<file path="config.mk">
export PLATFORM = sky130hd
export DESIGN_NAME = huffman_dec
export DESIGN_NICKNAME = d
export VERILOG_FILES = /design/src/rtl/huffman_dec.sv
export SDC_FILE = /design/constraint.sdc
export NUM_CORES = 1
export LEC_CHECK = 0
export ABC_AREA = 1
export BUFFER_PORTS_ARGS = -buffer_cell sky130_fd_sc_hd__buf_2
export CAP_MARGIN = 20
export CORE_MARGIN = 2
export CORE_UTILIZATION = 51
export CTS_CLUSTER_SIZE = 30
export DETAILED_ROUTE_END_ITERATION = 12
export PLACE_DENSITY_LB_ADDON = 0.25
export SYNTH_ARGS = -nofsm -noshare
export SYNTH_HDL_FRONTEND = slang
export SYNTH_SLANG_ARGS = --single-unit
</file>
<file path="constraint.sdc">
create_clock -name clk -period 10.6 [get_ports clk]
set_input_delay 2.12 -clock clk [delete_from_list [all_inputs] [get_ports clk]]
set_output_delay 2.12 -clock clk [all_outputs]
set_load 0.05 [all_outputs]
</file>
<file path="src/rtl/huffman_dec.sv">
// Serial prefix-code decoder: six programmable codewords of 1..5 bits, MSB-first
// bit stream, one registered symbol or decode-error pulse per completed code.
module huffman_dec (
  input  logic       clk,
  input  logic       reset,
  input  logic       table_valid,
  input  logic [7:0] HC1,
  input  logic [7:0] HC2,
  input  logic [7:0] HC3,
  input  logic [7:0] HC4,
  input  logic [7:0] HC5,
  input  logic [7:0] HC6,
  input  logic [7:0] M1,
  input  logic [7:0] M2,
  input  logic [7:0] M3,
  input  logic [7:0] M4,
  input  logic [7:0] M5,
  input  logic [7:0] M6,
  input  logic       bit_valid,
  input  logic       bit_in,
  output logic       sym_valid,
  output logic [2:0] sym_out,
  output logic       dec_err,
  output logic       tbl_err,
  output logic       ready,
  output logic [7:0] sym_cnt
);

  typedef enum logic {NOTBL, RUN} state_t;

  state_t     state, state_nxt;
  logic [7:0] hc_in [6];
  logic [7:0] m_in  [6];
  logic [7:0] hc_q  [6];
  logic [7:0] m_q   [6];
  logic [4:0] acc_q, acc_nxt;
  logic [2:0] n_q, n_nxt;
  logic       tbl_ok;
  logic       accept;
  logic       hit;
  logic [2:0] hit_sym;

  assign hc_in[0] = HC1;
  assign hc_in[1] = HC2;
  assign hc_in[2] = HC3;
  assign hc_in[3] = HC4;
  assign hc_in[4] = HC5;
  assign hc_in[5] = HC6;
  assign m_in[0]  = M1;
  assign m_in[1]  = M2;
  assign m_in[2]  = M3;
  assign m_in[3]  = M4;
  assign m_in[4]  = M5;
  assign m_in[5]  = M6;

  function automatic logic mask_ok(input logic [7:0] m);
    return m inside {8'h01, 8'h03, 8'h07, 8'h0F, 8'h1F};
  endfunction

  function automatic logic [2:0] mask_len(input logic [7:0] m);
    case (m)
      8'h01:   return 3'd1;
      8'h03:   return 3'd2;
      8'h07:   return 3'd3;
      8'h0F:   return 3'd4;
      8'h1F:   return 3'd5;
      default: return 3'd0;
    endcase
  endfunction

  always_comb begin
    tbl_ok = 1'b1;
    for (int unsigned i = 0; i < 6; i++)
      if (!mask_ok(m_in[i])) tbl_ok = 1'b0;
  end

  assign accept = (state == RUN) && bit_valid && !table_valid;

  // Accumulator bits above n are always zero, so masking both sides is exact.
  always_comb begin
    acc_nxt = {acc_q[3:0], bit_in};
    n_nxt   = n_q + 3'd1;
    hit     = 1'b0;
    hit_sym = '0;
    for (int unsigned i = 0; i < 6; i++) begin
      if (!hit && mask_len(m_q[i]) == n_nxt &&
          ((hc_q[i] ^ {3'b000, acc_nxt}) & m_q[i]) == 8'h00) begin
        hit     = 1'b1;
        hit_sym = 3'(i + 1);
      end
    end
  end

  always_ff @(posedge clk or posedge reset) begin
    if (reset) state <= NOTBL;
    else       state <= state_nxt;
  end

  always_comb begin
    state_nxt = state;
    if (table_valid) state_nxt = tbl_ok ? RUN : NOTBL;
  end

  always_comb begin
    ready = (state == RUN);
  end

  always_ff @(posedge clk or posedge reset) begin
    if (reset) begin
      for (int unsigned i = 0; i < 6; i++) begin
        hc_q[i] <= '0;
        m_q[i]  <= '0;
      end
      acc_q     <= '0;
      n_q       <= '0;
      sym_valid <= 1'b0;
      sym_out   <= '0;
      dec_err   <= 1'b0;
      tbl_err   <= 1'b0;
      sym_cnt   <= '0;
    end else begin
      sym_valid <= 1'b0;
      sym_out   <= '0;
      dec_err   <= 1'b0;
      if (table_valid) begin
        for (int unsigned i = 0; i < 6; i++) begin
          hc_q[i] <= hc_in[i];
          m_q[i]  <= m_in[i];
        end
        acc_q   <= '0;
        n_q     <= '0;
        sym_cnt <= '0;
        tbl_err <= !tbl_ok;
      end else if (accept) begin
        if (hit) begin
          sym_valid <= 1'b1;
          sym_out   <= hit_sym;
          acc_q     <= '0;
          n_q       <= '0;
          if (sym_cnt != 8'hFF) sym_cnt <= sym_cnt + 8'd1;
        end else if (n_nxt == 3'd5) begin
          dec_err <= 1'b1;
          acc_q   <= '0;
          n_q     <= '0;
        end else begin
          acc_q <= acc_nxt;
          n_q   <= n_nxt;
        end
      end
    end
  end

endmodule
</file>
# ---- Word-level counts from Yosys, hierarchy flattened
# Cells that the tools add are included.
dict set report totals {
  ff_bits 118
  elab_cells 185
  out_inout_bits 15
  inputBits 101
}
dict set report classes {
  n_eq_ne 68
  n_reduce_logical 36
  mux 47
  n_addsub 2
  bitwise 12
}
# cell count
set ops {}
lappend ops {{8-bit by 1-bit equality test with 1-bit output (second input constant)} 12}
lappend ops {{8-bit by 2-bit equality test with 1-bit output (second input constant)} 12}
lappend ops {{8-bit by 3-bit equality test with 1-bit output (second input constant)} 12}
lappend ops {{8-bit by 4-bit equality test with 1-bit output (second input constant)} 12}
lappend ops {{8-bit by 5-bit equality test with 1-bit output (second input constant)} 12}
lappend ops {{3-bit case mux with 5 select lines} 6}
lappend ops {{8-bit AND} 6}
lappend ops {{8-bit zero test} 6}
lappend ops {{8-bit by 5-bit bitwise XOR with 8-bit output} 6}
lappend ops {{3-bit two-way mux} 12}
lappend ops {{8-bit two-way mux} 4}
lappend ops {{5-bit nonzero test} 6}
lappend ops {{1-bit two-way mux} 21}
lappend ops {{3-bit equality test} 6}
lappend ops {{4-bit two-way mux} 4}
lappend ops {{1-bit logical AND} 13}
lappend ops {{8-bit by 1-bit adder with 8-bit output (second input constant)} 1}
lappend ops {{8-bit != test (second input constant)} 1}
lappend ops {{1-bit zero test} 7}
lappend ops {{2-bit nonzero test} 3}
lappend ops {{3-bit by 1-bit adder with 3-bit output (second input constant)} 1}
lappend ops {{3-bit equality test (second input constant)} 1}
lappend ops {{3-bit AND reduction} 1}

# ---- Depth between registers and ports, before layout
# Gate-level depths: netlist (run 1).
dict set report logic_depth {
  ltp_word 28
  mapped_depth 15
  ltp_nobuf 15
}

# ---- Worst setup path after synthesis (run 1)
# Ideal clock, no wire load.
dict set report synth_timing {
  kind {in2reg}
  start {input port bit_in}
  end {register sym_cnt[6]}
  required_ns 10.480
  stages 12
  path_slack_ns 7.181
  path_buffers 1
  arrival_time_ns 3.300
  setup_time_ns 0.120
  cell_sequence {buf_4 or2_0 a21oi_1 nand3_1 nor2_4 nand3_4 nand2_4 nor2_4 nand3_4 nand2_4 nand2_1 nand2_1}
}
dict set report synth_via {
  elab_chain_len 27
  word_cells_on_any_way 42
  cone_classes {6 x mux; 12 x bitwise; 24 x reduce/logical}
}
# element line
set synth_lines {}
lappend synth_lines {{start: declaration} 20} ;# input logic bit_in,
lappend synth_lines {{8-bit by 5-bit bitwise XOR with 8-bit output} 87} ;# ((hc_q[i] ^ {3'b000, acc_nxt}) & m_q[i]) == 8'h00) begin
lappend synth_lines {{8-bit AND} 87}
lappend synth_lines {{8-bit zero test} 87}
lappend synth_lines {{1-bit logical AND} 86} ;# if (!hit && mask_len(m_q[i]) == n_nxt &&
lappend synth_lines {{1-bit two-way mux} 86}
lappend synth_lines {{1-bit zero test} 86}
lappend synth_lines {{1-bit logical AND (2 in series)} 86}
lappend synth_lines {{1-bit two-way mux} 86}
lappend synth_lines {{(+8 left out)} -}
lappend synth_lines {{1-bit zero test} 86}
lappend synth_lines {{1-bit logical AND (2 in series)} 86}
lappend synth_lines {{1-bit two-way mux} 86}
lappend synth_lines {{1-bit zero test} 86}
lappend synth_lines {{1-bit logical AND (2 in series)} 86}
lappend synth_lines {{1-bit two-way mux (*)} 86}
lappend synth_lines {{2-bit nonzero test (no line) (*)} -}
lappend synth_lines {{3-bit AND reduction (no line) (*)} -}
lappend synth_lines {{end signal: assignment} 140} ;# if (sym_cnt != 8'hFF) sym_cnt <= sym_cnt + 8'd1;
lappend synth_lines {{end: declaration} 26} ;# output logic [7:0] sym_cnt
# Every way passes the cells marked *; elsewhere a longest branch is shown, timed or not.
# A chain may end at the register's enable or synchronous reset.

==> results.md, run 1 <==
* Mean instance size in the synthesized netlist at 7.12 sq um
* Floorplan die width at 118 um
* Share of final-layout standard cells stronger than drive strength 1 at 19.9%
* Synthesized flop and latch total at between 100 and 150
* Antenna violations before repair at 0
* Number of instances in the synthesized netlist at between 900 and 1000
* Clock root cell: sky130_fd_sc_hd__clkbuf_16
* Die Y at ~120 um
* Placer congestion estimate at approximately 0.91
* Transition time at the pin with the least slew margin at slightly below 1000 ps
* Critical register-to-register path startpoint: n_q[0]$_DFFE_PP0P_
* Critical path class: in -> reg
* Nets at 1138
* Kind of path behind the tightest hold check: reg -> reg
* Global-route wire length before repair at 30.0 mm
* Post-synthesis sequential area ratio at 44.8%
* Worst r2r dst: sym_cnt[5]$_DFFE_PP0P_
* Synthesis-to-finish area growth at 19.4%
* Number of vias in the routed layout at 6365
* Worst endpoint required time at 10910 ps
* Overall Power at 1.25 mW
* Overall fraction of global-route tracks in use at 27.7%
* Most frequent cell after synthesis: sky130_fd_sc_hd__nand2_1
* Final setup violating endpoints at 0
* Core Area at 12600 sq um
* Detailed Place HPWL at 12.9 mm
* Diode insertion count for antenna repair at 0
* Cell with the largest stage delay on the worst path: sky130_fd_sc_hd__inv_2
* Delay of the slowest critical-path stage at 530 ps
* Register clock-pin slew on the reported worst setup and hold paths at 60 ps
* Number of enable-type register cells in the synthesized netlist at 0
* Via count of the first global-routing pass at 6014
* Accumulated negative setup slack at 0 ps
* Total buffers and inverters traversed by the critical path at 2
* Area of the die at 13900 sq um
* Clock buffer count from CTS at 17
* Number of buffer cells added on primary ports at 115
* TritonCTS clock tree: built
* Worst setup SP type: input port
* Synth top cells by count: 365 x sky130_fd_sc_hd__nand2_1, 118 x sky130_fd_sc_hd__dfrtp_1, 88 x sky130_fd_sc_hd__inv_1
* Cells on worst reg2reg path at 13
* Remaining routing DRC violations at 0
* Cell taking the most area after synthesis: sky130_fd_sc_hd__dfrtp_1
* Worst setup path end: tbl_err$_DFFE_PP0P_
* Highest metal layer used by the detailed router: met4
* Routed length on met3 at 1.28 mm
* Met2 wire length at 8.14 mm
* Slew headroom at between 30% and 40%
* Clock Latency Late Sink at 420 ps
* Via count normalized by instance count at 5.23
* Routed wire length per instance at 15.0 um
* Sequence of cells on the critical path: buf_4 -> inv_2 -> nor2_1 -> nand2_1 -> nor2_1 -> nand3_1 -> nor2_1 -> nand4_1 -> o21a_1
* Result of the run: finished clean
* Largest net degree at the start of global routing at about 90
* Combinational share of power at 12.8%
* Total congestion overflow after global routing at 0
* Total of cells resized after clock tree synthesis at 0
* Synth warn at 0
* Launch point of the worst path: table_valid
* Hold Fails Final Rpt at 0
* Top cell family by delay on the critical path: buffers and inverters
* Total placed instance area at 7290 sq um
* Arrival @ worst endpoint at 4120 ps
* Total wire length at 18.3 mm
* Combined area of all synthesized cells at 6590 sq um
* Min cycle time layout at 3810 ps
* Most repeated library cell on the critical path: sky130_fd_sc_hd__nor2_1
* Synth top area share at 44.8%
* Routed metal-1 wirelength at 8.21 mm
* Top cells by area, synth: sky130_fd_sc_hd__dfrtp_1 45%, sky130_fd_sc_hd__nand2_1 21%, sky130_fd_sc_hd__nand3_1 5.6%
* Detailed-router iteration count before antenna repair at 7
* P_int at between 0.9 and 1 mW
* Highest clock frequency the design can meet at 263 MHz
* Number of maximum-capacitance violations at 0
* Final Max Tran Viols at 0
* Synth async-reset ratio at 100%
* Number of buffers inserted by hold repair at cts at 0
* Fraction of power consumed by sequential logic at 41.0%
* Number of I/O pins at 116
* Count of different cell masters after synthesis at 35
* Primary FF master, synth: sky130_fd_sc_hd__dfrtp_1
* Total leakage power at ~4.3 nW
* Period Utilization, post-route at 35.9%
* Worst hold slack at between 400 and 500 ps
* Endpoint kind of the worst setup timing path: register
* Initial core utilization at 52.3%
* Switching portion of total power at 26.9%
* Number of DRC violations after detailed-routing iteration 0 at 457
* Final non-filler cell area at 7870 sq um
* Syn_nets at 1030
* Post-CTS Setup Inserts at 0
* Number of buffers on the longest clock path at 2
* Minimum setup slack among reg-to-reg paths at 7810 ps
* Clk sink count at 118
* Cell count along the critical path at 9
* Setup repair after global routing missed its margin: no
* Final ANT Viol Nets at 0
* Switching power summed over all nets at 0.336 mW
* Layout Skew at roughly 6.9 ps
* Standard-cell rows at 41
* Clk network pwr share at 46.2%
* Power density over cell area at approximately 160 nW/um^2
* Maximum vdd ir drop at 0.000107 V
* Crit-path max FO at 73
* H-tree level count at 4
-- sequential cells by signal, summed over array words and instances, names as in the netlist --
| name | cells |
|---|---|
| acc_q | 4 |
| sym_out | 3 |
| m_q | 48 |
| ready | 1 |
| tbl_err | 1 |
| sym_cnt | 8 |
| sym_valid | 1 |
| dec_err | 1 |
| hc_q | 48 |
| n_q | 3 |
-- area by class of cell --
type                    count  area, sq um
multi-input cells         674         3120
fillers                  1185         4750
clock inverters            10          130
clock buffers              20          457
inverters                 106          400
repair buffers            117          593
well taps                 172          215
flip-flops and latches    118         2950
-- cells in the final DEF (no fill, tap or decap), types with 6 or more instances in the layout --
cell / count
sky130_fd_sc_hd__nor2_2: 8
sky130_fd_sc_hd__nand3_1: 74
sky130_fd_sc_hd__dfrtp_1: 118
sky130_fd_sc_hd__a21oi_1: 8
sky130_fd_sc_hd__nor3_1: 6
sky130_fd_sc_hd__inv_1: 87
sky130_fd_sc_hd__nand2_2: 13
sky130_fd_sc_hd__buf_2: 114
sky130_fd_sc_hd__nand4_1: 22
sky130_fd_sc_hd__nor2_4: 10
sky130_fd_sc_hd__nand2_1: 365
sky130_fd_sc_hd__inv_2: 17
sky130_fd_sc_hd__clkbuf_16: 17
sky130_fd_sc_hd__nor2_1: 59
sky130_fd_sc_hd__o21ai_0: 72
-- worst min path at each step --
stage | start | slack, ps | cells after the start | end
final | hc_q[45]$_DFFE_PP0P_ | 470 | 2 | hc_q[45]$_DFFE_PP0P_
after global routing | hc_q[23]$_DFFE_PP0P_ | 500 | 2 | hc_q[23]$_DFFE_PP0P_
after CTS | hc_q[23]$_DFFE_PP0P_ | 470 | 2 | hc_q[23]$_DFFE_PP0P_
after detailed placement | hc_q[45]$_DFFE_PP0P_ | 460 | 2 | hc_q[45]$_DFFE_PP0P_
after global placement | hc_q[47]$_DFFE_PP0P_ | 460 | 2 | hc_q[47]$_DFFE_PP0P_
after floorplan | hc_q[21]$_DFFE_PP0P_ | 440 | 2 | hc_q[21]$_DFFE_PP0P_
-- power groups by stage --
| stage | combinational, mW | clock (mW) | sequential, mW |
|---|---|---|---|
| final | 0.160 | 0.579 | 0.513 |
| after floorplan | 0.106 | 0 | 0.516 |
| after global placement | 0.157 | 0 | 0.519 |
| after detailed placement | 0.160 | 0 | 0.519 |
| after CTS | 0.161 | 0.582 | 0.512 |
| after global routing | 0.184 | 0.603 | 0.517 |
-- through the flow --
step | setup slack (ps) | std cells | utilization, %
floorplan | 5350 | 926 | -
global placement | 6400 | 1187 | 57.7
detailed placement | 6350 | 1187 | 57.7
CTS | 6780 | 1217 | 62.4
global route | 6510 | 1217 | 62.4
finish | 6790 | 1217 | 62.4
-- layer usage --
| metal | GRT usage (%) | vias up |
|---|---|---|
| met2 | 42.3 | 246 |
| met5 | 0 | - |
| met3 | 6.40 | 54 |
| met1 | 37.8 | 2935 |
| met4 | 12.0 | 0 |
| li1 | - | 3130 |
-- worst reg2reg max path, stage by stage, from the launching register on --
cell                      delay (ps)
sky130_fd_sc_hd__dfrtp_1         630
sky130_fd_sc_hd__inv_2           220
sky130_fd_sc_hd__ha_1            510
sky130_fd_sc_hd__inv_1           230
sky130_fd_sc_hd__nand4_1         140
sky130_fd_sc_hd__nand3_1          80
sky130_fd_sc_hd__nor2_1          210
sky130_fd_sc_hd__nand2_2          90
sky130_fd_sc_hd__nand2_2         100
sky130_fd_sc_hd__nor2_4           60
sky130_fd_sc_hd__nand3_4         130
sky130_fd_sc_hd__nand2_4         110
sky130_fd_sc_hd__nand2_1         100
sky130_fd_sc_hd__nand2_1          60
-- cell families after synthesis --
group	synth area share, %
AO/OA/AOI/OAI	6.64
XOR/XNOR	0.911
adder cells (fa/ha/maj)	0.569
buffers and inverters	7.84
flip-flops	44.8
AND/OR/NAND/NOR	39.3
Power figures use the tool's default switching activity.
==> inputs of run 2 (changes only) <==
- clock period: 10.6 -> 3.75 ns (I/O delays scaled with it)
==> run 2 against run 1 <==
Compared with the run above: routed wire length grew 2.8%; via count shrank 0.38%; register-to-register slack lost 6300 ps; clock power grew to 3.0 times the previous value; count of clock-buffer cells in the layout is the same; largest cell class unchanged.
==> results.md, run 2 (synthesized netlist as in run 1, its figures left out) <==
* Minimum setup slack among reg-to-reg paths at 1480 ps (-6330 ps)
* Leading registers by flop count: hc_q: 48 flops, m_q: 48 flops, sym_cnt: 8 flops
* Floorplan die width at 118 um (unchanged)
* Initial core utilization at 52.3% (unchanged)
* Routed wire length per instance at 15.4 um (+2.4%)
* Worst hold slack at 471 ps (+1.02 ps)
* Transition time at the pin with the least slew margin at 870 ps (-91.9 ps)
* Core Area at 12600 sq um (unchanged)
* Hold Fails Final Rpt at 0 (unchanged)
* Post-CTS Setup Inserts at 0 (unchanged)
* Clock buffer count from CTS at 17 (unchanged)
* Delay of the slowest critical-path stage at 380 ps (-150 ps)
* Antenna violations before repair at 0 (unchanged)
* Highest clock frequency the design can meet at ~440 MHz
* Number of maximum-capacitance violations at 0 (unchanged)
* Area of the die at 13900 sq um (unchanged)
* Setup repair after global routing missed its margin: no
* Min cycle time layout at 2270 ps
* Kind of path behind the tightest hold check: reg -> reg
* Detailed Place HPWL at 13.1 mm (+1.3%)
* Synthesis-to-finish area growth at 20.5%
* Largest net degree at the start of global routing at 119 (+31%)
* Overall fraction of global-route tracks in use at 28.7% (+0.98 points)
* Slew headroom at 42.0% (+6.1 points)
* Inst Count DP at 1189 (+0.17%)
* Number of I/O pins at 116 (unchanged)
* Nets at 1140 (+0.18%)
* Launch point of the worst path: n_q[0]$_DFFE_PP0P_
* Placer congestion estimate at 0.917 (+0.31%)
* Worst setup SP type: register
* Detailed-router iteration count before antenna repair at 5 (-2)
* Number of buffer cells added on primary ports at 115 (unchanged)
* Final Max Tran Viols at 0 (unchanged)
* Sequence of cells on the critical path: buf_4 -> ha_1 -> xnor2_2 -> nand3_1 -> nand2_1 -> nor2_2 -> nand3_1 -> nor2_1 -> nor2_4 -> nand3_4 -> nand2_4 -> nand2_1 -> nand2_1
* Cell with the largest stage delay on the worst path: sky130_fd_sc_hd__dfrtp_1
* H-tree level count at 4 (unchanged)
* Maximum vdd ir drop at 0.000325 V (+200%)
* Critical path class: reg -> reg
* Number of buffers inserted by hold repair at cts at 0 (unchanged)
* Clock Latency Late Sink at 430 ps (about the same)
* Register clock-pin slew on the reported worst setup and hold paths at 60 ps (about the same)
* Worst endpoint required time at 4120 ps (-6790 ps)
* Final setup violating endpoints at 0 (unchanged)
* Clock root cell: sky130_fd_sc_hd__clkbuf_16
* Leading cell types in the layout, fill and taps excluded: 365 x sky130_fd_sc_hd__nand2_1, 118 x sky130_fd_sc_hd__dfrtp_1, 114 x sky130_fd_sc_hd__buf_2
* Critical register-to-register path startpoint: n_q[0]$_DFFE_PP0P_
* Endpoint kind of the worst setup timing path: register
* Die Y at 118 um (unchanged)
* Final std cells w/o fill at 1221 (+0.33%)
* Share of final-layout standard cells stronger than drive strength 1 at 20.2% (+0.31 points)
* Cells on worst reg2reg path at 13 (unchanged)
* Via count normalized by instance count at 5.19 (-0.70%)
* Diode insertion count for antenna repair at 0 (unchanged)
* Leading cell type in the layout, fill and taps excluded: sky130_fd_sc_hd__nand2_1
* Layout Skew at 9.34 ps (+2.47 ps)
* Worst r2r dst: sym_cnt[7]$_DFFE_PP0P_
* Clk sink count at 118 (unchanged)
* TritonCTS clock tree: built
* Via count of the first global-routing pass at 6186 (+2.9%)
* Total congestion overflow after global routing at 0 (unchanged)
* Number of vias in the routed layout at 6341 (-0.38%)
* Crit-path max FO at 8 (-89%)
* Number of buffers on the longest clock path at 2 (unchanged)
* Period Utilization, post-route at 60.5%
* Total wire length at 18.8 mm (+2.8%)
* Global-route wire length before repair at 31.1 mm (+3.6%)
* Worst setup path end: sym_cnt[7]$_DFFE_PP0P_
* Total leakage power at 4.28 nW (+0.41%)
* Accumulated negative setup slack at 0 ps (unchanged)
* Number of DRC violations after detailed-routing iteration 0 at 641 (+40%)
* Final ANT Viol Nets at 0 (unchanged)
* Remaining routing DRC violations at 0 (unchanged)
* Total of cells resized after clock tree synthesis at 0 (unchanged)
* Result of the run: finished clean
* Arrival @ worst endpoint at 2640 ps (-1480 ps)
* Power density over cell area at 461 nW/um^2 (+190%)
* Standard-cell rows at 41 (unchanged)
* Most repeated library cell on the critical path: sky130_fd_sc_hd__nand2_1
[run 2: worst min path at each step]
| stage | slack (ps) | startpoint | endpoint | cells after the start |
|---|---|---|---|---|
| 2_1_floorplan | 440 | hc_q[21]$_DFFE_PP0P_ | hc_q[21]$_DFFE_PP0P_ | 2 |
| 3_3_place_gp | 460 | hc_q[46]$_DFFE_PP0P_ | hc_q[46]$_DFFE_PP0P_ | 2 |
| 3_5_place_dp | 460 | hc_q[46]$_DFFE_PP0P_ | hc_q[46]$_DFFE_PP0P_ | 2 |
| 4_1_cts | 470 | hc_q[46]$_DFFE_PP0P_ | hc_q[46]$_DFFE_PP0P_ | 2 |
| 5_1_grt | 500 | hc_q[47]$_DFFE_PP0P_ | hc_q[47]$_DFFE_PP0P_ | 2 |
| 6_report | 470 | hc_q[46]$_DFFE_PP0P_ | hc_q[46]$_DFFE_PP0P_ | 2 |
[run 2: worst max-delay path, delay by kind of cell (launching register included)]
kind | cells | cell delay [ps]
buf+inv | 1 | 180
xor+xnor | 1 | 380
fa+ha+maj | 1 | 250
simple gates | 10 | 1020
flops | 1 | 380
[run 2: cell type report]
| type | instances | area, sq um |
|---|---|---|
| fillers | 1199 | 4670 |
| multi-input cells | 674 | 3120 |
| flip-flops and latches | 118 | 2950 |
| repair buffers | 119 | 621 |
| clock buffers | 20 | 457 |
| inverters | 106 | 402 |
| well taps | 172 | 215 |
| clock inverters | 12 | 176 |
[run 2: per-layer routing]
| layer | track usage, % | wire length, um | vias up | part of all wire [%] |
|---|---|---|---|---|
| met5 | 0 | 0 | - | 0 |
| met3 | 7.41 | 1550 | 48 | 8.3 |
| li1 | - | - | 3135 | - |
| met2 | 43.3 | 8360 | 255 | 44 |
| met1 | 38.5 | 8270 | 2903 | 44 |
| met4 | 13.7 | 609 | 0 | 3.2 |
[run 2: metrics by stage]
stage / utilization, % / total power, mW / setup WS [ps] / instance area (sq um)
2_1_floorplan: - / 1.76 / 1560 / 6600
3_3_place_gp: 58.0 / 1.92 / 1320 / 7310
3_5_place_dp: 58.0 / 1.92 / 1290 / 7310
4_1_cts: 63.0 / 3.67 / 1490 / 7950
5_1_grt: 63.0 / 3.82 / 1260 / 7950
6_report: 63.0 / 3.66 / 1480 / 7950
[run 2: report_power, final]
group,switching (mW),internal [mW]
Clock,0.610,1.14
Combinational,0.301,0.158
Sequential,0.0818,1.37
Total,0.993,2.67
==> inputs of run 3 (changes only) <==
- clock period: 3.75 -> 2 ns (I/O delays scaled with it)
==> run 3 against run 2 <==
Compared with the run above: the flow now finishes with violations (negative setup slack); combinational power grew 92%; count of clock-buffer cells in the layout grew 3; via count grew 1.8%; sequential cell count is the same; largest power group unchanged; core utilization grew 2.5 points; critical endpoint is now sym_cnt[6]$_DFFE_PP0P_; worst hold slack lost 340 ps; register-to-register slack lost 1500 ps; routed wire length shrank 0.37%.
==> results.md, run 3 (synthesized netlist as in run 1, its figures left out) <==
* Number of vias in the routed layout at 6452 (+1.8%)
* Delay of the slowest critical-path stage at 440 ps (+60 ps)
* Period Utilization, post-route at 102% (+42 points)
* Worst setup SP type: register
* Arrival @ worst endpoint at 2370 ps (-270 ps)
* Total placed instance area at 7540 sq um (+3.1%)
* Final std cells w/o fill at 1246 (+2.0%)
* Leading cell types in the layout, fill and taps excluded: 358 x sky130_fd_sc_hd__nand2_1, 117 x sky130_fd_sc_hd__dfrtp_1, 114 x sky130_fd_sc_hd__buf_2
* Number of fillers in the final layout at 1153 (-3.8%)
* Final design utilization at 65.5% (+2.5 points)
* H-tree level count at 4 (unchanged)
* Register clock-pin slew on the reported worst setup and hold paths at 60 ps (about the same)
* Final setup margin at -48.5 ps (-1530 ps)
* Worst setup path end: sym_cnt[6]$_DFFE_PP0P_
* Critical path class: reg -> reg
* Worst slack at placement at -101 ps (-1390 ps)
* Detailed Place HPWL at 13.4 mm (+1.9%)
* Final Max Tran Viols at 0 (unchanged)
* Sequence of cells on the critical path: ha_4 -> nand2_4 -> inv_4 -> nor2_4 -> nand3_2 -> nand2_2 -> nand2_2 -> nor2_4 -> nand3_4 -> nand2_4 -> nor2_4 -> nand3_4 -> nand2_8 -> nand2_2 -> nand2_2
* Setup repair after global routing missed its margin: yes
* Final setup violating endpoints at 9 (+9)
* Number of maximum-capacitance violations at 0 (unchanged)
* Number of buffers inserted by hold repair at cts at 0 (unchanged)
* Worst hold slack at 128 ps (-342 ps)
* Clock root cell: sky130_fd_sc_hd__clkbuf_16
* Placer congestion estimate at 0.942 (+2.8%)
* Min cycle time layout at 2050 ps (-222 ps)
* Total congestion overflow after global routing at 0 (unchanged)
* Minimum setup slack among reg-to-reg paths at -50 ps (-1530 ps)
* Cells on worst reg2reg path at 15 (+2)
* Synthesis-to-finish area growth at 25.4%
* Standard-cell rows at 41 (unchanged)
* Initial core utilization at 52.3% (unchanged)
* Nets at 1165 (+2.2%)
* Final non-filler cell area at 8270 sq um (+4.0%)
* Slew headroom at 55.6% (+14 points)
* Hold Fails Final Rpt at 0 (unchanged)
* Remaining routing DRC violations at 0 (unchanged)
* Worst r2r dst: sym_cnt[6]$_DFFE_PP0P_
* Cell with the largest stage delay on the worst path: sky130_fd_sc_hd__dfrtp_2
* Antenna violations before repair at 0 (unchanged)
* Most repeated library cell on the critical path: sky130_fd_sc_hd__nand2_2
* Final ANT Viol Nets at 0 (unchanged)
* Launch point of the worst path: n_q[0]$_DFFE_PP0P_
* Via count normalized by instance count at 5.18 (-0.29%)
* Overall Power at 6.76 mW (+84%)
* Kind of path behind the tightest hold check: in -> async
* Highest clock frequency the design can meet at 488 MHz (+11%)
* Endpoint kind of the worst setup timing path: register
* Clock Latency Late Sink at 430 ps (about the same)
* Total wire length at 18.7 mm (-0.37%)
* Overall fraction of global-route tracks in use at 28.5% (-0.15 points)
* Crit-path max FO at 8 (unchanged)
* Core Area at 12600 sq um (unchanged)
* Share of final-layout standard cells stronger than drive strength 1 at 23.6% (+3.4 points)
* Transition time at the pin with the least slew margin at 664 ps (-207 ps)
* Layout Skew at 9.63 ps (+0.284 ps)
* Maximum vdd ir drop at 0.000521 V (+60%)
* Floorplan die width at 118 um (unchanged)
* Number of buffer cells added on primary ports at 115 (unchanged)
* Power density over cell area at 818 nW/um^2 (+77%)
* Clk sink count at 118 (unchanged)
* Leading registers by flop count: hc_q: 48 flops, m_q: 48 flops, sym_cnt: 8 flops
* Via count of the first global-routing pass at 6425 (+3.9%)
* Diode insertion count for antenna repair at 0 (unchanged)
* Largest net degree at the start of global routing at 123 (+3.4%)
* Number of buffers on the longest clock path at 2 (unchanged)
* Leading cell type in the layout, fill and taps excluded: sky130_fd_sc_hd__nand2_1
* Die Y at 118 um (unchanged)
* Area of the die at 13900 sq um (unchanged)
* Result of the run: finished with violations
* Violations in the final reports: negative setup slack
* Inst Count DP at 1211 (+1.9%)
* Detailed-router iteration count before antenna repair at 5 (unchanged)
* Clock buffer count from CTS at 17 (unchanged)
* Critical register-to-register path startpoint: n_q[0]$_DFFE_PP0P_
* Cell count along the critical path at 15 (+2)
* Number of DRC violations after detailed-routing iteration 0 at 491 (-23%)
* Worst endpoint required time at 2320 ps (-1800 ps)
* Number of I/O pins at 116 (unchanged)
* Top cell family by delay on the critical path: simple AND/OR/NAND/NOR gates
* Accumulated negative setup slack at -295 ps (-295 ps)
* Total buffers and inverters traversed by the critical path at 1 (unchanged)
* Global-route wire length before repair at 31.1 mm (about the same)
* TritonCTS clock tree: built
* Total leakage power at 4.46 nW (+4.2%)
* Routed wire length per instance at 15.0 um (-2.4%)
## run 3: layout make-up
cell class | instances | area, sq um | share of cell area, %
well taps | 172 | 215 | 2.60
multi-input cells | 674 | 3210 | 38.8
repair buffers | 144 | 871 | 10.5
flip-flops and latches | 118 | 2950 | 35.7
inverters | 106 | 407 | 4.92
clock buffers | 23 | 488 | 5.90
clock inverters | 9 | 123 | 1.48
## run 3: worst min path at each step
| stage | from | endpoint | cells after the start |
|---|---|---|---|
| 3_3_place_gp | hc_q[39]$_DFFE_PP0P_ | hc_q[39]$_DFFE_PP0P_ | 2 |
| 2_1_floorplan | hc_q[21]$_DFFE_PP0P_ | hc_q[21]$_DFFE_PP0P_ | 2 |
| 5_1_grt | HC5[6] | hc_q[14]$_DFFE_PP0P_ | 3 |
| 6_report | reset | hc_q[20]$_DFFE_PP0P_ | 3 |
| 4_1_cts | HC1[5] | hc_q[45]$_DFFE_PP0P_ | 3 |
| 3_5_place_dp | hc_q[30]$_DFFE_PP0P_ | hc_q[30]$_DFFE_PP0P_ | 2 |
## run 3: repair_timing
item,4_1_cts,5_1_grt
buffers inserted,3,0
gates resized for setup,6,18
setup endpoints to repair,19,19
pin swaps,2,12
## run 3: worst register-to-register path, cell delays in order, from the launching register on
cell,delay [ps]
sky130_fd_sc_hd__dfrtp_2,440
sky130_fd_sc_hd__ha_4,210
sky130_fd_sc_hd__nand2_4,80
sky130_fd_sc_hd__inv_4,30
sky130_fd_sc_hd__nor2_4,210
sky130_fd_sc_hd__nand3_2,100
sky130_fd_sc_hd__nand2_2,80
sky130_fd_sc_hd__nand2_2,60
sky130_fd_sc_hd__nor2_4,120
sky130_fd_sc_hd__nand3_4,100
sky130_fd_sc_hd__nand2_4,100
sky130_fd_sc_hd__nor2_4,50
sky130_fd_sc_hd__nand3_4,130
sky130_fd_sc_hd__nand2_8,90
sky130_fd_sc_hd__nand2_2,100
sky130_fd_sc_hd__nand2_2,40
## run 3: layer usage
| metal | routed length, um | track usage (%) |
|---|---|---|
| met5 | 0 | 0 |
| met4 | 535 | 11.3 |
| met1 | 8150 | 37.1 |
| met3 | 1310 | 7.56 |
| met2 | 8730 | 45.5 |
## run 3: where the power goes
part | leakage [nW] | internal, mW | switching [mW]
clock | 0.303 | 2.08 | 1.07
sequential | 1.46 | 2.57 | 0.156
combinational | 2.69 | 0.311 | 0.572
total | 4.46 | 4.96 | 1.80
